## config.mk

```make
export PLATFORM = sky130hd
export DESIGN_NAME = multicycle_controller
export DESIGN_NICKNAME = d
export VERILOG_FILES = /design/src/rtl/multicycle_controller.sv
export SDC_FILE = /design/constraint.sdc
export NUM_CORES = 1
export LEC_CHECK = 0
export CAP_MARGIN = 15
export CELL_PAD_IN_SITES_DETAIL_PLACEMENT = 0
export CELL_PAD_IN_SITES_GLOBAL_PLACEMENT = 1
export CORE_ASPECT_RATIO = 1.25
export CORE_MARGIN = 5
export CORE_UTILIZATION = 30
export CTS_CLUSTER_SIZE = 30
export DETAILED_ROUTE_END_ITERATION = 7
export GPL_ROUTABILITY_DRIVEN = 0
export MAX_ROUTING_LAYER = met4
export PLACE_DENSITY = 0.93
export SLEW_MARGIN = 20
export SYNTH_ARGS = -nofsm -noshare
export SYNTH_HDL_FRONTEND = slang
export SYNTH_SLANG_ARGS = --single-unit
export TNS_END_PERCENT = 50
```

## constraint.sdc

```tcl
create_clock -name clk -period 2.04 [get_ports clk]
set_input_delay 0.204 -clock clk [delete_from_list [all_inputs] [get_ports clk]]
set_output_delay 0.204 -clock clk [all_outputs]
set_load 0.03 [all_outputs]
```

## src/rtl/multicycle_controller.sv

```systemverilog
// Multi-cycle RV32I control FSM: FETCH/DECODE/EXECUTE/MEM/WB sequencing with memory handshake and sticky trap.
// Define MULDIV_EN to route R-type funct7=0000001 to an external multiply/divide unit (adds md_start/md_done).
module multicycle_controller #(
    parameter int ALU_CTRL_W  = 4,
    parameter int IMM_SRC_W   = 3,
    parameter int MEM_TIMEOUT = 0
) (
`ifdef MULDIV_EN
    output logic                  md_start,
    input  logic                  md_done,
`endif
    input  logic                  clk,
    input  logic                  rst,
    input  logic [6:0]            op,
    input  logic [2:0]            funct3,
    input  logic [6:0]            funct7,
    input  logic                  zero,
    input  logic                  lt,
    input  logic                  ltu,
    input  logic                  mem_ready,
    output logic                  mem_req,
    output logic                  pc_write,
    output logic                  adr_src,
    output logic                  ir_write,
    output logic                  mem_write,
    output logic                  reg_write,
    output logic [1:0]            result_src,
    output logic [1:0]            alu_src_a,
    output logic [1:0]            alu_src_b,
    output logic [IMM_SRC_W-1:0]  imm_src,
    output logic [ALU_CTRL_W-1:0] alu_control,
    output logic                  trap,
    output logic [1:0]            trap_cause
);

    localparam int CNT_W = (MEM_TIMEOUT > 1) ? $clog2(MEM_TIMEOUT) : 1;

    typedef enum logic [4:0] {
        S_FETCH, S_DECODE, S_MEMADR, S_MEMRD, S_MEMWB, S_MEMWR,
        S_EXEC_R, S_EXEC_I, S_ALUWB, S_BRANCH, S_JAL, S_JALR,
        S_JALWB, S_LUI, S_AUIPC, S_MULDIV, S_TRAP
    } state_t;

    state_t           state;
    logic [CNT_W-1:0] wait_cnt;
    logic             mem_state;
    logic             timeout;
    logic             taken;
    logic             br_legal;
    logic [3:0]       alu_dec;
    logic [3:0]       alu_code;
    logic [2:0]       imm_code;

    assign mem_state = (state == S_FETCH) || (state == S_MEMRD) || (state == S_MEMWR);
    assign timeout   = (MEM_TIMEOUT != 0) && mem_state && !mem_ready &&
                       (wait_cnt == CNT_W'(MEM_TIMEOUT - 1));
    assign br_legal  = (funct3[2:1] != 2'b01);

    always_comb begin
        taken = 1'b0;
        case (funct3)
            3'b000:  taken = zero;
            3'b001:  taken = !zero;
            3'b100:  taken = lt;
            3'b101:  taken = !lt;
            3'b110:  taken = ltu;
            3'b111:  taken = !ltu;
            default: taken = 1'b0;
        endcase
    end

    // op[5] separates R-type (0110011) from OP-IMM (0010011); only R-type may select SUB.
    always_comb begin
        alu_dec = 4'h0;
        case (funct3)
            3'b000:  alu_dec = (op[5] && funct7[5]) ? 4'h1 : 4'h0;
            3'b001:  alu_dec = 4'h7;
            3'b010:  alu_dec = 4'h5;
            3'b011:  alu_dec = 4'h6;
            3'b100:  alu_dec = 4'h4;
            3'b101:  alu_dec = funct7[5] ? 4'h9 : 4'h8;
            3'b110:  alu_dec = 4'h3;
            default: alu_dec = 4'h2;
        endcase
    end

    always_comb begin
        imm_code = 3'b000;
        case (op)
            7'b0100011:             imm_code = 3'b001;
            7'b1100011:             imm_code = 3'b010;
            7'b1101111:             imm_code = 3'b011;
            7'b0110111, 7'b0010111: imm_code = 3'b100;
            default:                imm_code = 3'b000;
        endcase
    end

    assign imm_src     = IMM_SRC_W'(imm_code);
    assign alu_control = ALU_CTRL_W'(alu_code);

    always_ff @(posedge clk or posedge rst) begin
        if (rst) begin
            state      <= S_FETCH;
            wait_cnt   <= '0;
            trap       <= 1'b0;
            trap_cause <= 2'b00;
`ifdef MULDIV_EN
            md_start   <= 1'b0;
`endif
        end else begin
`ifdef MULDIV_EN
            md_start <= 1'b0;
`endif
            if (mem_state && !mem_ready && !timeout) begin
                if (wait_cnt != '1) wait_cnt <= wait_cnt + 1'b1;
            end else begin
                wait_cnt <= '0;
            end

            case (state)
                S_FETCH:  if (mem_ready) state <= S_DECODE;
                S_DECODE: begin
                    case (op)
                        7'b0000011, 7'b0100011: state <= S_MEMADR;
                        7'b0110011: begin
                            if (funct7 == 7'b0000001) begin
`ifdef MULDIV_EN
                                state    <= S_MULDIV;
                                md_start <= 1'b1;
`else
                                state      <= S_TRAP;
                                trap       <= 1'b1;
                                trap_cause <= 2'b01;
`endif
                            end else begin
                                state <= S_EXEC_R;
                            end
                        end
                        7'b0010011: state <= S_EXEC_I;
                        7'b1100011: state <= S_BRANCH;
                        7'b1101111: state <= S_JAL;
                        7'b1100111: begin
                            if (funct3 == 3'b000) begin
                                state <= S_JALR;
                            end else begin
                                state      <= S_TRAP;
                                trap       <= 1'b1;
                                trap_cause <= 2'b01;
                            end
                        end
                        7'b0110111: state <= S_LUI;
                        7'b0010111: state <= S_AUIPC;
                        default: begin
                            state      <= S_TRAP;
                            trap       <= 1'b1;
                            trap_cause <= 2'b01;
                        end
                    endcase
                end
                S_MEMADR: state <= op[5] ? S_MEMWR : S_MEMRD;
                S_MEMRD:  if (mem_ready) state <= S_MEMWB;
                S_MEMWB:  state <= S_FETCH;
                S_MEMWR:  if (mem_ready) state <= S_FETCH;
                S_EXEC_R, S_EXEC_I, S_JAL, S_LUI, S_AUIPC: state <= S_ALUWB;
                S_ALUWB:  state <= S_FETCH;
                S_BRANCH: begin
                    if (br_legal) begin
                        state <= S_FETCH;
                    end else begin
                        state      <= S_TRAP;
                        trap       <= 1'b1;
                        trap_cause <= 2'b01;
                    end
                end
                S_JALR:   state <= S_JALWB;
                S_JALWB:  state <= S_ALUWB;
`ifdef MULDIV_EN
                S_MULDIV: if (md_done) state <= S_FETCH;
`endif
                S_TRAP:   state <= S_TRAP;
                default:  state <= S_FETCH;
            endcase

            // A ready arriving on the limit cycle keeps the transfer; only a miss traps.
            if (timeout) begin
                state      <= S_TRAP;
                trap       <= 1'b1;
                trap_cause <= 2'b10;
            end
        end
    end

    always_comb begin
        mem_req    = 1'b0;
        pc_write   = 1'b0;
        adr_src    = 1'b0;
        ir_write   = 1'b0;
        mem_write  = 1'b0;
        reg_write  = 1'b0;
        result_src = 2'b00;
        alu_src_a  = 2'b00;
        alu_src_b  = 2'b00;
        alu_code   = 4'h0;
        case (state)
            S_FETCH: begin
                mem_req    = 1'b1;
                alu_src_b  = 2'b10;
                result_src = 2'b10;
                ir_write   = mem_ready;
                pc_write   = mem_ready;
            end
            S_DECODE: begin
                alu_src_a = 2'b01;
                alu_src_b = 2'b01;
            end
            S_MEMADR: begin
                alu_src_a = 2'b10;
                alu_src_b = 2'b01;
            end
            S_MEMRD: begin
                mem_req = 1'b1;
                adr_src = 1'b1;
            end
            S_MEMWB: begin
                result_src = 2'b01;
                reg_write  = 1'b1;
            end
            S_MEMWR: begin
                mem_req   = 1'b1;
                mem_write = 1'b1;
                adr_src   = 1'b1;
            end
            S_EXEC_R: begin
                alu_src_a = 2'b10;
                alu_code  = alu_dec;
            end
            S_EXEC_I: begin
                alu_src_a = 2'b10;
                alu_src_b = 2'b01;
                alu_code  = alu_dec;
            end
            S_ALUWB: reg_write = 1'b1;
            S_BRANCH: begin
                alu_src_a = 2'b10;
                alu_code  = 4'h1;
                pc_write  = taken && br_legal;
            end
            S_JAL: begin
                alu_src_a = 2'b01;
                alu_src_b = 2'b10;
                pc_write  = 1'b1;
            end
            S_JALR: begin
                alu_src_a  = 2'b10;
                alu_src_b  = 2'b01;
                result_src = 2'b10;
                pc_write   = 1'b1;
            end
            S_JALWB: begin
                alu_src_a = 2'b01;
                alu_src_b = 2'b10;
            end
            S_LUI: begin
                alu_src_b = 2'b01;
                alu_code  = 4'hA;
            end
            S_AUIPC: begin
                alu_src_a = 2'b01;
                alu_src_b = 2'b01;
            end
`ifdef MULDIV_EN
            S_MULDIV: begin
                if (md_done) begin
                    result_src = 2'b11;
                    reg_write  = 1'b1;
                end
            end
`endif
            default: ;
        endcase
        // Reset must kill an in-flight request immediately, not at the next edge.
        if (rst) begin
            mem_req   = 1'b0;
            pc_write  = 1'b0;
            ir_write  = 1'b0;
            mem_write = 1'b0;
            reg_write = 1'b0;
        end
    end

endmodule

```

==> results.json, run 1 <==
{
  "outcome": "finished, final reports clean",
  "yosysSeqAreaShare": 0.134,
  "regToRegEndpoint": "state[0]",
  "drt_pre_antenna_iters": 5,
  "post_route_utilization": 0.459,
  "final.setup.tns_ps": 0,
  "crit_path_end_kind": "primary output",
  "worstPathRequired_ps": 1840,
  "final-hold-violation-count": 0,
  "worst_pin_slew_ps": 496,
  "routed-via-count": 1305,
  "synth.net_count": 181,
  "drive_above_1_share": 0.215,
  "final_cell_count_without_fillers": 239,
  "cts_buffer_depth": 2,
  "avgSynthCellArea_sq_um": 7.10,
  "wl_per_cell_microns": 14.0,
  "startpoint_type": "register",
  "post_cts_resize_count": 0,
  "antenna_cells_inserted": 0,
  "period_share": 0.952,
  "worst_path_max_delay_cell": "sky130_fd_sc_hd__dfrtp_1",
  "syn_to_final_growth_pct": 44.8,
  "worstPathMaxFanout": 9,
  "fin_worst_skew_ps": 0.293,
  "post-cts-setup-buffer-count": 0,
  "seq_power_share": 0.164,
  "power.total_w": 0.000940,
  "timing.hold.worst.class": "in -> async",
  "ff2ff_path_depth": 4,
  "place.port_buffers": 43,
  "path_common_cell": "sky130_fd_sc_hd__xnor2_1",
  "synthesis.area_sq_mm": 0.00112,
  "synth-seq-cells": 6,
  "first_global_vias": 1199,
  "number_of_max_slew_violations_in_the_final_report": 0,
  "cap_violations": 0,
  "nFillCells": 379,
  "clockPowerShare": 0.194,
  "synth.distinct_cells": 56,
  "timing.setup.critical_path_class": "reg -> out",
  "initial_core_utilization": 0.317,
  "core_sq_mm": 0.00354,
  "die_h_microns": 78.4,
  "final_antenna_net_count": 0,
  "p_int_w": 0.000523,
  "nets": 225,
  "count_of_boundary_i_o_pins": 45,
  "clock_insertion_delay_worst_skew_ps": 230,
  "final.min_clock_period_ps": 1940,
  "critical_path_capture_point": "alu_src_b[0]",
  "cp_cell_sequence": "xnor2_1 -> xnor2_1 -> mux2_2 -> nor2_1 -> buf_4",
  "dieArea_sq_mm": 0.00507,
  "clock_tree.root_cell": "sky130_fd_sc_hd__clkbuf_8",
  "global_route.usage.total": 0.136,
  "globalRoute.totalOverflow": 0,
  "leakagePower_nw": 0.696,
  "power.density_cell_area_mw_per_mm2": 579,
  "pwr-share-comb": 0.642,
  "grt_setup_unrepaired": "false",
  "dieWidth_microns": 64.7,
  "fmax_ghz": 0.515,
  "vias_per_cell": 5.46,
  "worst_r2r_startpoint": "state[2]",
  "reg2reg_slack_ps": 440,
  "grt_antenna_before_repair": 0,
  "grt_pass1_wl_mm": 5.60,
  "placed_cells": 236,
  "place_hpwl_mm": 2.61,
  "setup_viol": 0,
  "max_stage_delay_ps": 470,
  "total_switching_power_w": 0.000417,
  "cts.htree.levels": 1,
  "postSynth.asyncResetShare": 1.00,
  "clock_sink_count": 6,
  "synth.yosys.warnings": 0,
  "critPathLaunch": "state[2]",
  "drcViolationCount": 0,
  "synth_cells": 158,
  "cts-hold-fix-buffers": 0,
  "cts_buffers": 3,
  "post_synth_edffs": 0,
  "mostFrequentLayoutCell": "sky130_fd_sc_hd__buf_4",
  "postRouteWirelength_mm": 3.35,
  "max-vdd-ir-drop_uv": 208,
  "placement_rows": 24,
  "dominantRegCellSynth": "sky130_fd_sc_hd__dfrtp_1",
  "power.switching_fraction": 0.444,
  "tritoncts": "done",
  "cts.reportedPaths.clkPinSlew_ps": 30,
  "drtIter0Drc": 81,
  "endpoint_arrival_time_on_the_critical_path_ps": 1740,
  "largest_net_degree_at_the_start_of_global_routing": 23,
  "slew-limit-headroom": 0.667,
  "mostFrequentLayoutCells": "sky130_fd_sc_hd__buf_4, sky130_fd_sc_hd__clkdlybuf4s50_1, sky130_fd_sc_hd__nand2_1, sky130_fd_sc_hd__nor2_1"
}
## logic make-up (layout without fill, tap and decap cells)
kind of cell,Yosys count,in the layout,synth area share
and+or+nand+nor,74,74,0.391
AOI/OAI and AO/OA,40,40,0.259
buffers and inverters,24,66,0.104
xor gates and xnor gates,7,7,0.0546
muxes,6,6,0.0546
DFF,6,6,0.134
other,1,1,0.00334
## registers in the layout, summed over array words and instances (netlist names)
| name | flops |
|---|---|
| state | 5 |
| trap_cause | 1 |
## worst max-delay path, delay by kind of cell, from the launching register on
family	cells	cell delay (ps)
mux	1	260
flops	1	470
simple gates	1	90
xor+xnor	2	520
buf+inv	1	170
## layer usage
layer	GRT usage	wire (microns)	vias to the layer above
met1	0.181	1510	594
met5	-	0	-
met3	0.0143	178	5
met2	0.212	1610	39
met4	0.0507	53	0
li1	-	-	667
## final cells by class
| cell class | count | area, sq um | area share |
|---|---|---|---|
| Clock buffer | 3 | 41.3 | 0.0254 |
| Inverter | 4 | 15.0 | 0.00924 |
| Multi-Input combinational cell | 128 | 862 | 0.530 |
| Sequential cell | 6 | 150 | 0.0924 |
| Tap cell | 39 | 48.8 | 0.0300 |
| Timing Repair Buffer | 59 | 508 | 0.313 |
## synthesized netlist by cell type (all sizes together) (2+ instances only)
library cell	n	area (sq um)
a211o	2	17.5
a21boi	3	22.5
a21oi	5	25.0
and2	3	18.8
and3	3	20.0
buf	11	67.6
clkbuf	9	33.8
dfrtp	6	150
inv	4	15.0
mux2i	5	50.1
nand2	12	45.0
nand2b	2	12.5
nand3	8	40.0
nand3b	3	22.5
nand4	3	18.8
nand4bb	2	22.5
nor2	12	45.0
nor2b	5	31.3
nor3	5	25.0
nor3b	3	22.5
nor4b	2	17.5
nor4bb	2	20.0
o2111ai	3	26.3
o211a	2	20.0
o211ai	2	15.0
o21ai	10	50.1
o22ai	2	12.5
or3	2	12.5
xnor2	2	17.5
xor2	5	43.8
## power by group through the flow
stage	Combinational [W]	Sequential, W	Clock, W
5_1_grt	0.000662	0.000157	0.000191
3_3_place_gp	0.000602	0.000155	0
2_1_floorplan	0.000381	0.000154	0
3_5_place_dp	0.000602	0.000156	0
4_1_cts	0.000605	0.000154	0.000184
6_report	0.000604	0.000154	0.000182
## worst min-delay path by stage
stage / endpoint / slack [ps] / cells after the start
floorplan: state[0] / 8 / 1
detailed placement: trap_cause[0] / 490 / 1
CTS: trap_cause[0] / 330 / 2
global route: state[4] / 380 / 2
global placement: trap_cause[0] / 500 / 1
finish: trap_cause[0] / 330 / 2
## per-stage QoR
| step | area, sq um | worst slack, ps | hold WS (ps) |
|---|---|---|---|
| after global routing | 1630 | 1.70 | 375 |
| final | 1630 | 98.2 | 328 |
| after CTS | 1620 | 75.4 | 331 |
| after floorplan | 1130 | 48.8 | 8.39 |
| after global placement | 1580 | 108 | 501 |
| after detailed placement | 1580 | 138 | 494 |
Note: power is estimated with default switching activity, not from simulation.
==> run 2, diff against run 1 <==
--- a/config.mk
+++ b/config.mk
@@ -16,6 +16,7 @@
 export GPL_ROUTABILITY_DRIVEN = 0
 export MAX_ROUTING_LAYER = met4
 export PLACE_DENSITY = 0.93
+export REMOVE_ABC_BUFFERS = 1
 export SLEW_MARGIN = 20
 export SYNTH_ARGS = -nofsm -noshare
 export SYNTH_HDL_FRONTEND = slang
==> constraint.sdc (replaced) <==
create_clock -name clk -period 2 [get_ports clk]
set_input_delay 0.2 -clock clk [delete_from_list [all_inputs] [get_ports clk]]
set_output_delay 0.2 -clock clk [all_outputs]
set_load 0.03 [all_outputs]
==> run 2 against run 1 <==
Setup slack improved by 36 ps. Register-to-register slack lost 50 ps. Global-route usage up 0.85 points. Sequential share of layout area shrank 0.085 points. Highest routed layer unchanged. Critical path depth did not move. Total power increased by 2.3%. Largest power group unchanged.
==> results.json, run 2 (synthesis gave the netlist of run 1 again) <==
{
  "path_common_cell": "sky130_fd_sc_hd__buf_4",
  "die_h_microns": 78.4,
  "clock_insertion_delay_worst_skew_ps": 230,
  "setup_viol": 0,
  "timing.setup.critical_path_class": "reg -> out",
  "nets": 229,
  "post-cts-setup-buffer-count": 0,
  "cp_cell_sequence": "buf_4 -> nor3b_1 -> nand3_1 -> o31ai_1 -> buf_4",
  "largest_register_ff_count": 5,
  "antenna_cells_inserted": 0,
  "multi_input_comb_area_sq_um": 863,
  "highest_layer": "met4",
  "crit_path_end_kind": "primary output",
  "top_register": "state",
  "final.min_clock_period_ps": 1870,
  "cts_buffers": 3,
  "number_of_max_slew_violations_in_the_final_report": 0,
  "final-hold-violation-count": 0,
  "mostFrequentLayoutCell": "sky130_fd_sc_hd__buf_4",
  "final_cell_count_without_fillers": 243,
  "core_sq_mm": 0.00354,
  "count_of_boundary_i_o_pins": 45,
  "wl_per_cell_microns": 14.7,
  "fin_worst_skew_ps": 1.43,
  "period_share": 0.933,
  "wl_met2_mm": 1.70,
  "power.density_cell_area_mw_per_mm2": 582,
  "grt_antenna_before_repair": 0,
  "drt-met1-wl_mm": 1.60,
  "max_stage_delay_ps": 480,
  "startpoint_type": "register",
  "worstPathMaxFanout": 10,
  "drtIter0Drc": 36,
  "drive_above_1_share": 0.235,
  "hold-worst-slack_ps": 263,
  "final_antenna_net_count": 0,
  "route.met3.wl_microns": 212,
  "cts_buffer_depth": 2,
  "largest_net_degree_at_the_start_of_global_routing": 23,
  "power.total_w": 0.000962,
  "cap_violations": 0,
  "fmax_ghz": 0.536,
  "register_area_sq_um": 151,
  "globalRoute.totalOverflow": 0,
  "syn_to_final_growth_pct": 47.4,
  "worstPathRequired_ps": 1800,
  "max-vdd-ir-drop_uv": 518,
  "clock_sink_count": 6,
  "worst_path_max_delay_cell": "sky130_fd_sc_hd__dfrtp_1",
  "clock_tree.root_cell": "sky130_fd_sc_hd__clkbuf_8",
  "drt_pre_antenna_iters": 4,
  "place.port_buffers": 43,
  "vias_per_cell": 5.48,
  "dieWidth_microns": 64.7,
  "first_global_vias": 1257,
  "placed_cells": 240,
  "postRouteWirelength_mm": 3.57,
  "tritoncts": "done",
  "placement_rows": 24,
  "initial_core_utilization": 0.317,
  "routed-via-count": 1331,
  "grt_setup_unrepaired": "false",
  "leakagePower_nw": 0.702,
  "drcViolationCount": 0,
  "reg_top3": "state x5, trap_cause x1",
  "global_route.usage.total": 0.145,
  "nFillCells": 383,
  "endpoint_arrival_time_on_the_critical_path_ps": 1670,
  "grt_pass1_wl_mm": 5.83,
  "cts.reportedPaths.clkPinSlew_ps": 40,
  "dieArea_sq_mm": 0.00507,
  "mostFrequentLayoutCells": "sky130_fd_sc_hd__buf_4, sky130_fd_sc_hd__clkdlybuf4s50_1, sky130_fd_sc_hd__nand2_1, sky130_fd_sc_hd__nor2_1",
  "cts.htree.levels": 1,
  "outcome": "finished, final reports clean",
  "timing.hold.worst.class": "in -> async",
  "place_hpwl_mm": 2.82
}
[run 2: cell types whose count changed in the layout (fill, tap and decap cells not counted), sizes merged]
cell          delta
dlymetal6s2s     -1
buf              +4
dlygate4sd2      +1
[run 2: worst paths after layout]
check | startpoint | end | slack, ps | cells past startpoint
min in group clk | trap_cause[0] | trap_cause[0] | 510 | 1
min reg2reg | trap_cause[0] | trap_cause[0] | 510 | 1
max | state[4] | alu_control[3] | 130 | 5
max reg2reg | state[2] | state[0] | 390 | 4
min | rst | state[4] | 260 | 2
max in group asynchronous | rst | state[2] | 1420 | 3
[run 2: final cells by class]
cell class                 count  area share
multi-input combinational    128       0.522
timing repair buffer          63       0.323
sequential                     6      0.0915
tap                           39      0.0295
clock buffer                   3      0.0250
inverter                       4     0.00908
[run 2: timing repair]
item                       in CTS  in global routing
resized for setup               1                  2
hold buffers                    0                  0
pin swaps                       0                  0
gates cloned                    0                  0
setup endpoints to repair       1                  1
[run 2: power by group]
part / total [W] / switching (W) / internal (W)
registers: 0.000171 / 0.0000329 / 0.000138
clock network: 0.000191 / 0.0000612 / 0.000130
logic: 0.000600 / 0.000334 / 0.000265
total: 0.000962 / 0.000428 / 0.000534
[run 2: metrics by stage]
stage	worst slack (ps)	TNS, ps	instance area, sq um	util
global route	33.1	0	1650	0.467
detailed placement	125	0	1610	0.453
CTS	61.4	0	1650	0.464
global placement	129	0	1610	0.453
finish	134	0	1650	0.467
floorplan	-60.2	-60.2	1020	-
[run 2: routing by layer]
metal / GRT usage / vias up
met3: 0.0343 / 5
li1: - / 673
met1: 0.184 / 614
met5: - / -
met4: 0.0592 / 0
met2: 0.218 / 39
[run 2: worst max-delay path: cells and delay by family, from the launching register on]
| kind | cells | cell delay, ps |
|---|---|---|
| compound gates | 1 | 90 |
| buf+inv | 2 | 410 |
| flops | 1 | 480 |
| simple gates | 2 | 460 |
